<file path="config.mk">
export PLATFORM = sky130hd
export DESIGN_NAME = fetch_unit
export DESIGN_NICKNAME = d
export VERILOG_FILES = /design/src/rtl/cpu_pkg.sv /design/src/rtl/instr_queue.sv /design/src/rtl/fetch_unit.sv
export SDC_FILE = /design/constraint.sdc
export NUM_CORES = 1
export LEC_CHECK = 0
export ABC_AREA = 1
export BUFFER_PORTS_ARGS = -buffer_cell sky130_fd_sc_hd__buf_2
export CAP_MARGIN = 20
export CORE_MARGIN = 2
export CORE_UTILIZATION = 51
export CTS_BUF_LIST = sky130_fd_sc_hd__clkbuf_16
export DETAILED_ROUTE_END_ITERATION = 16
export PLACE_DENSITY = 0.77
export SYNTH_ARGS = -nofsm -noshare
export SYNTH_HDL_FRONTEND = slang
export SYNTH_HIERARCHICAL = 1
export SYNTH_SLANG_ARGS = --single-unit
</file>
<file path="constraint.sdc">
create_clock -name clk -period 7.3 [get_ports clk]
set_input_delay 1.095 -clock clk [delete_from_list [all_inputs] [get_ports clk]]
set_output_delay 1.095 -clock clk [all_outputs]
set_load 0.03 [all_outputs]
</file>
<file path="src/rtl/cpu_pkg.sv">
// cpu_pkg: shared word type, NOP encoding and fetch FSM states
package cpu_pkg;
    typedef logic [31:0] word_t;
    localparam word_t NOP_INSTR = 32'h0000_0013;
    typedef enum logic [1:0] {BOOT, RUN, FLUSH} fetch_state_e;
endpackage

</file>
<file path="src/rtl/instr_queue.sv">
// instr_queue: in-order FIFO of {pc, instr} with flush and occupancy count
module instr_queue
    import cpu_pkg::*;
#(
    parameter int DEPTH = 2,
    parameter int CNT_W = 2
) (
    input  logic             clk,
    input  logic             rst,
    input  logic             flush,
    input  logic             push,
    input  logic [31:0]      push_pc,
    input  logic [31:0]      push_instr,
    input  logic             pop,
    output logic [31:0]      head_pc,
    output logic [31:0]      head_instr,
    output logic [CNT_W-1:0] count
);
    localparam int PW = DEPTH > 1 ? $clog2(DEPTH) : 1;
    localparam logic [PW-1:0] LAST = PW'(DEPTH - 1);
    word_t pcs [DEPTH];
    word_t instrs [DEPTH];
    logic [PW-1:0] rd, wr;
    logic empty, do_push, do_pop;
    always_comb begin
        empty = count == '0;
        do_pop = pop && !empty;
        do_push = push && (count != CNT_W'(DEPTH) || do_pop);
        head_pc = empty ? '0 : pcs[rd];
        head_instr = empty ? NOP_INSTR : instrs[rd];
    end
    always_ff @(posedge clk) begin
        if (rst || flush) begin
            rd <= '0;
            wr <= '0;
            count <= '0;
        end else begin
            rd <= do_pop ? (rd == LAST ? '0 : rd + 1'b1) : rd;
            wr <= do_push ? (wr == LAST ? '0 : wr + 1'b1) : wr;
            count <= count + CNT_W'(do_push) - CNT_W'(do_pop);
        end
    end
    always_ff @(posedge clk) begin
        if (do_push && !flush) begin
            pcs[wr] <= push_pc;
            instrs[wr] <= push_instr;
        end
    end
endmodule

</file>
<file path="src/rtl/fetch_unit.sv">
// fetch_unit: PC sequencing, imem request gating, response queueing and redirect flush
module fetch_unit
    import cpu_pkg::*;
#(
    parameter word_t RESET_PC    = 32'h0000_0000,
    parameter int    QUEUE_DEPTH = 2,
    parameter int    CNT_W       = 2
) (
    input  logic        clk,
    input  logic        rst,
    output logic        imem_req_valid,
    input  logic        imem_req_ready,
    output logic [31:0] imem_req_addr,
    input  logic        imem_rsp_valid,
    input  logic [31:0] imem_rsp_data,
    input  logic        redirect,
    input  logic [31:0] redirect_pc,
    output logic        instr_valid,
    input  logic        instr_ready,
    output logic [31:0] Instr,
    output logic [31:0] instr_pc
);
    fetch_state_e state;
    word_t fetch_pc, rsp_pc, target;
    logic [CNT_W-1:0] outst, drop, outst_next, drop_next, count;
    logic accept, rsp_ok, push, pop;
    // a response with nothing outstanding is a leftover from before reset
    always_comb begin
        target = redirect_pc & 32'hFFFF_FFFC;
        rsp_ok = imem_rsp_valid && outst != '0;
        imem_req_valid = state != BOOT && !redirect &&
                         ({1'b0, outst} + {1'b0, count} < (CNT_W + 1)'(QUEUE_DEPTH));
        imem_req_addr = fetch_pc;
        accept = imem_req_valid && imem_req_ready;
        push = rsp_ok && drop == '0 && !redirect;
        instr_valid = count != '0 && !redirect;
        pop = instr_valid && instr_ready;
        outst_next = outst + CNT_W'(accept) - CNT_W'(rsp_ok);
        drop_next = redirect ? outst - CNT_W'(rsp_ok) : drop - CNT_W'(rsp_ok && drop != '0);
    end
    always_ff @(posedge clk) begin
        if (rst) begin
            state <= BOOT;
            fetch_pc <= RESET_PC;
            rsp_pc <= RESET_PC;
            outst <= '0;
            drop <= '0;
        end else begin
            outst <= outst_next;
            drop <= drop_next;
            fetch_pc <= redirect ? target : accept ? fetch_pc + 32'd4 : fetch_pc;
            rsp_pc <= redirect ? target : push ? rsp_pc + 32'd4 : rsp_pc;
            state <= state == BOOT ? RUN :
                     (state == RUN && redirect && outst != '0) ? FLUSH :
                     (state == FLUSH && drop_next == '0) ? RUN : state;
        end
    end
    instr_queue #(.DEPTH(QUEUE_DEPTH), .CNT_W(CNT_W)) u_queue (
        .clk(clk),
        .rst(rst),
        .flush(redirect),
        .push(push),
        .push_pc(rsp_pc),
        .push_instr(imem_rsp_data),
        .pop(pop),
        .head_pc(instr_pc),
        .head_instr(Instr),
        .count(count)
    );
endmodule

</file>
### After elaboration in Yosys (flattened, before gate mapping)

Memories as Yosys holds them, arrays and structs flattened. A register that Yosys moved wholly into a read port is not among the register bits.
Index checks and enable logic that the tools add are counted.

* logic and storage cells: 79
* RAM bits: 128
* register bits: 74
* memories kept: 2
* output and inout port bits: 98
* bits in latches: 0
* ROM bits: 0
* input port bits: 70

Memories
* u_queue.instrs: words 2, width 32, rd ports 1, clocked after Yosys merged registers in 1, wr ports 1, RTL line instr_queue.sv:22 `word_t instrs [DEPTH];`
* u_queue.pcs: words 2, width 32, rd ports 1, clocked after Yosys merged registers in 1, wr ports 1, RTL line instr_queue.sv:21 `word_t pcs [DEPTH];`

* div/mod/pow operators: 0
* shift-type cells: 0
* order comparisons: 1
* reduce and logical (&&, ||, !) cells: 33
* $mul: 0
* mux-type cells: 18
* equal/unequal tests: 3
* bitwise logic cells: 0
* $add $sub $neg: 11

Operators with widths (count)
* $mux W32: 6
* $add A32 B3 Y32 const B: 2
* $logic_and A1 B1 Y1: 15
* $reduce_bool A2 Y1: 7
* $mux W1: 9
* $logic_not A2 Y1: 4
* $sub A2 B1 Y2: 4
* $mux W2: 3
* $add A2 B1 Y2: 2
* $reduce_or A2 Y1: 2
* $add A2 B2 Y3: 1
* $lt A3 B2 Y1 const B: 1
* $reduce_bool A3 Y1: 1
* $add A1 B1 Y1 const B: 2
* $eq A2 B1 Y1 const B: 1
* $eq A2 B2 Y1 const B: 1
* $logic_not A1 Y1: 2
* $logic_or A1 B1 Y1: 2
* $ne A2 B2 Y1 const B: 1

### Logic depth before layout (Yosys ltp)

* depth in word-level cells: 10
* gate-level depth with buffers: 13
* gate-level depth less buffers: 12

### Hierarchy

The synthesis kept the hierarchy.

Modules (own cells, without submodules)
* instr_queue: area an instance 5106.1 um2, seq. area each 3943.8 um2, instances 1, cells an instance 374
* fetch_unit: area an instance 4558.1 um2, seq. area each 1321.3 um2, instances 1, cells an instance 717

### Least setup slack after synthesis

No wires, ideal clock.

* path kind: input to register
* start: input redirect
* end: memory u_queue/instrs[0][0] in the netlist's numbering, enable pin
* setup time: 0.565 ns
* buffers on the path: 2
* required time: 6.735 ns
* stages: 7
* setup slack: 0.492 ns
* arrival time: 6.243 ns
* cells stage by stage: buf_6 > clkbuf_1 > nor3b_1 > nor2_1 > nand2_1 > nand2_1 > nor3_1

* longest elaborated chain between the ends: 9
* elaborated cells on any way between the ends: 10
* those cells by class: mux (2); reduce/logical (8)

RTL lines
* from (decl): RTL line fetch_unit.sv:16 `input logic redirect,`
* $logic_not A1 Y1: RTL line fetch_unit.sv:36 `instr_valid = count != '0 && !redirect;`
* $logic_and A1 B1 Y1: RTL line fetch_unit.sv:36
* $logic_and A1 B1 Y1: RTL line fetch_unit.sv:37 `pop = instr_valid && instr_ready;`
* named net pop: RTL line fetch_unit.sv:26 `logic accept, rsp_ok, push, pop;`
* $logic_and A1 B1 Y1: RTL line instr_queue.sv:27 `do_pop = pop && !empty;`
* $logic_or A1 B1 Y1: RTL line instr_queue.sv:28 `do_push = push && (count != CNT_W'(DEPTH) || do_pop);`
* $logic_and A1 B1 Y1: RTL line instr_queue.sv:28
* $logic_and A1 B1 Y1: RTL line instr_queue.sv:44 `if (do_push && !flush) begin`
* $mux W1: RTL line instr_queue.sv:44
* $mux W1 (implied by the code): RTL line instr_queue.sv:46 `instrs[wr] <= push_instr;`
* to (decl): RTL line instr_queue.sv:22

The timed path passes the listed nets, and every way through them passes these cells.

### Worst setup path after layout

* start: input redirect
* end: output imem_req_valid

* longest elaborated chain between the ends: 3

RTL lines
* $logic_not A1 Y1: RTL line fetch_unit.sv:31 `imem_req_valid = state != BOOT && !redirect &&`
* $logic_and A1 B1 Y1 (2 in series): RTL line fetch_unit.sv:31
* to (decl): RTL line fetch_unit.sv:11 `output logic imem_req_valid,`

No other way between the ends.

==> flow_summary.toml <==
[clock_tree]
cts.hold.buffers_added = 0
htreeDepth = 4
max-clock-path-buffers = 2
post-cts-setup-buffer-count = 0
clk_root_buffer_cell = "clkbuf_16"
clock_latency_ns = 0.43
clkTransAtPathRegs_ns = 0.07
clkSinkCount = 199
tritoncts_clock_tree = "built"
cts_buffers = 17
cts_repair_resize_count = 0

[power_and_ir_drop]
finalPower_mw = 2.57
total_leakage_power_nw = 4.56
irDropWorstVdd_mv = 0.176
power-per-cell-area_mw_per_mm2 = 230

[layout]
area_growth_syn_to_layout_pct = 15.4
layout.core_utilization_pct = 59.8
drive_above_1_share_pct = 20.8
register_area_mm2 = 0.00527
fill_cells = 1629
diodes = 0
fin_nets = 1321
multiInputGateArea_mm2 = 0.00377
design_area_mm2 = 0.0112

[yosys]
synthesis.area_mm2 = 0.00966
count_of_flip_flops_with_a_built_in_enable_after_synthesis = 128
synth_seq_cells = 199
synth_seq_area_share_pct = 54.5
post_synth_inst_count = 1091
yosys_warnings = 6
post_synth_arst_share_pct = 0
synth_top_flop_cell = "edfxtp_1"
synth_cell_types = 44
avgSynthCellArea_um2 = 8.86

[place]
hpwl_mm = 15.5
gp_routability_congestion = 0.937
postPlaceCellArea_mm2 = 0.0106
numPortBuffers = 163

[critical_path]
crit_path_cell_trace = "buf_2, buf_4, inv_2, nand2_1, nor2_1, buf_2"
worst-endpoint-required_ns = 6.20
critical-path-top-cell-by-count = "buf_2"
timing.reg2reg.worst_path_depth = 6
worstPathArrival_ns = 2.61
cp_num_cells = 6
end_kind = "output port"
worstSetupPathType = "in -> out"
critical-path-slowest-cell = "inv_2"
critical_path.startpoint_type = "primary input"
timing.critical_path.fanout_max = 49
top_family_by_delay_on_critical_path = "buffers and inverters"
crit_path_max_incr_delay_ns = 0.45
crit_buf_inv = 4

[drt]
vias = 7942
drcViolationCount = 0
route.final.wire_length_mm = 22.9
drt-initial-drc-count = 571
drt_via_density = 5.33
routedWlPerCell_um = 15.4
met1_length_mm = 10.0
met2_wirelength_mm = 10.5
route.antenna.remaining_nets = 0
route.top_layer_used = "met4"
firstDrtPassIters = 5
wl_met3_mm = 1.92

[status]
status = "completed"

[floorplan]
die_w_um = 142
design.die.area_mm2 = 0.0201
initial_utilization_pct = 51.8
die_h_um = 142
placeableCoreArea_mm2 = 0.0186
placement_rows = 50
io-pin-count = 168

[sta]
tightestPinTransition_ns = 1.08
fin_setup_tns_ns = 0
worst_clock_skew_ns = 0.0117
final.period_utilization_pct = 50.7
fmaxAchievable_mhz = 270
slew-limit-headroom_pct = 27.5
hold_viol = 0
finalMaxSlewViolations = 0
grt_setup_unrepaired = "no"
holdWs_ns = 0.496
final.min_clock_period_ns = 3.70
final-setup-viol-count = 0

[global_route]
globalRoute.totalOverflow = 0
grt_max_degree = 66
grtUsageTotal_pct = 22.7
first_global_vias = 7182
antenna_violations_before_repair = 0
grt_first_pass_wirelength_mm = 35.8

[hold_path]
whs_path_depth = 0
holdCritPathClass = "reg -> reg"

[job]
max_cap_violations = 0
-- worst register-to-register path: stages (launching register included) --
cell and delay, ns:
dfxtp_1 0.43, or2_4 0.19, nand4_4 0.14, nor2_4 0.45, nand3_1 0.24, nor2_4 0.86, buf_4 0.53
-- synth_stat cells, types with 2 or more instances --
cell type	number	share of area [%]
nand2_1	342	13
edfxtp_1	128	40
inv_1	93	3.6
a21oi_1	89	4.6
dfxtp_1	71	15
nor2_1	70	2.7
nand3_1	65	3.4
o21ai_0	37	1.9
a31oi_1	23	1.5
nand4_1	18	1.2
a21oi_2	15	1.4
buf_4	14	1.1
xor2_1	13	1.2
nor3_1	12	0.62
nor2_4	11	1.3
buf_2	9	0.47
buf_6	9	1.0
clkbuf_1	9	0.35
ha_1	8	1.0
nor2_2	7	0.45
inv_2	5	0.19
nand2_4	5	0.58
o21ai_1	5	0.26
xnor2_1	4	0.36
nor2_8	3	0.62
o21bai_1	3	0.23
or2_2	3	0.19
nand3_4	2	0.36
nor3b_1	2	0.16
o211ai_1	2	0.16
-- layout by cell type (no fill, tap or decap), drive strengths merged, types with 17 or more instances in the layout --
| master | count |
|---|---|
| nor2 | 91 |
| buf | 169 |
| edfxtp | 128 |
| nand4 | 19 |
| nand3 | 68 |
| clkbuf | 17 |
| o21ai | 42 |
| dfxtp | 71 |
| a31oi | 23 |
| a21oi | 104 |
| nand2 | 348 |
| inv | 109 |
-- worst paths after layout --
check                          startpoint                           end  slack [ns]
setup / recovery                 redirect                imem_req_valid        3.60
hold / removal    rsp_pc[27]$_SDFFE_PP0P_  u_queue/pcs[1][27]$_DFFE_PP_        0.50
setup reg to reg      outst[1]$_SDFF_PP0_  u_queue/pcs[1][11]$_DFFE_PP_        4.11
hold reg to reg   rsp_pc[27]$_SDFFE_PP0P_  u_queue/pcs[1][27]$_DFFE_PP_        0.50
-- cell families after synthesis --
logic type	count (synthesis)	share of synthesized area, %
other cells	1	0.0388
fa+ha+maj	9	1.24
compound gates	176	10.2
simple gates	548	25.7
xor+xnor	17	1.54
flops	199	54.5
buf+inv	141	6.86
-- state kept, by name (all words and copies together) (netlist names), 2 cells and up, named ones only --
register        cells
u_queue/instrs     64
drop                2
outst               2
u_queue/pcs        64
rsp_pc             30
imem_req_addr      30
state               2
u_queue/count       2
-- cell type report --
cell class	count	share of cell area (%)
tap	234	2.62
clock inverter	15	1.39
clock buffer	17	3.81
inverter	99	3.35
multi-input combinational	756	33.8
sequential	199	47.2
timing repair buffer	169	7.83
-- stage by stage --
stage / worst slack, ns / std cells
finish: 3.60 / 1489
global route: 3.51 / 1489
CTS: 3.56 / 1488
detailed placement: 3.31 / 1456
global placement: 3.35 / 1456
floorplan: 0.492 / 1096
-- metal layers --
| layer | up-vias | GRT usage (%) |
|---|---|---|
| li1 | 3935 | - |
| met2 | 347 | 36.8 |
| met1 | 3629 | 31.6 |
| met3 | 31 | 4.39 |
| met4 | 0 | 6.16 |
| met5 | - | 0 |
-- power breakdown --
| group | leakage [nW] | internal (mW) | switching [mW] | total (mW) |
|---|---|---|---|---|
| clock | 0.284 | 0.485 | 0.434 | 0.919 |
| sequential | 1.75 | 1.26 | 0.0601 | 1.32 |
| combinational | 2.53 | 0.105 | 0.228 | 0.333 |
No activity file was read; power rests on OpenSTA's default activity.
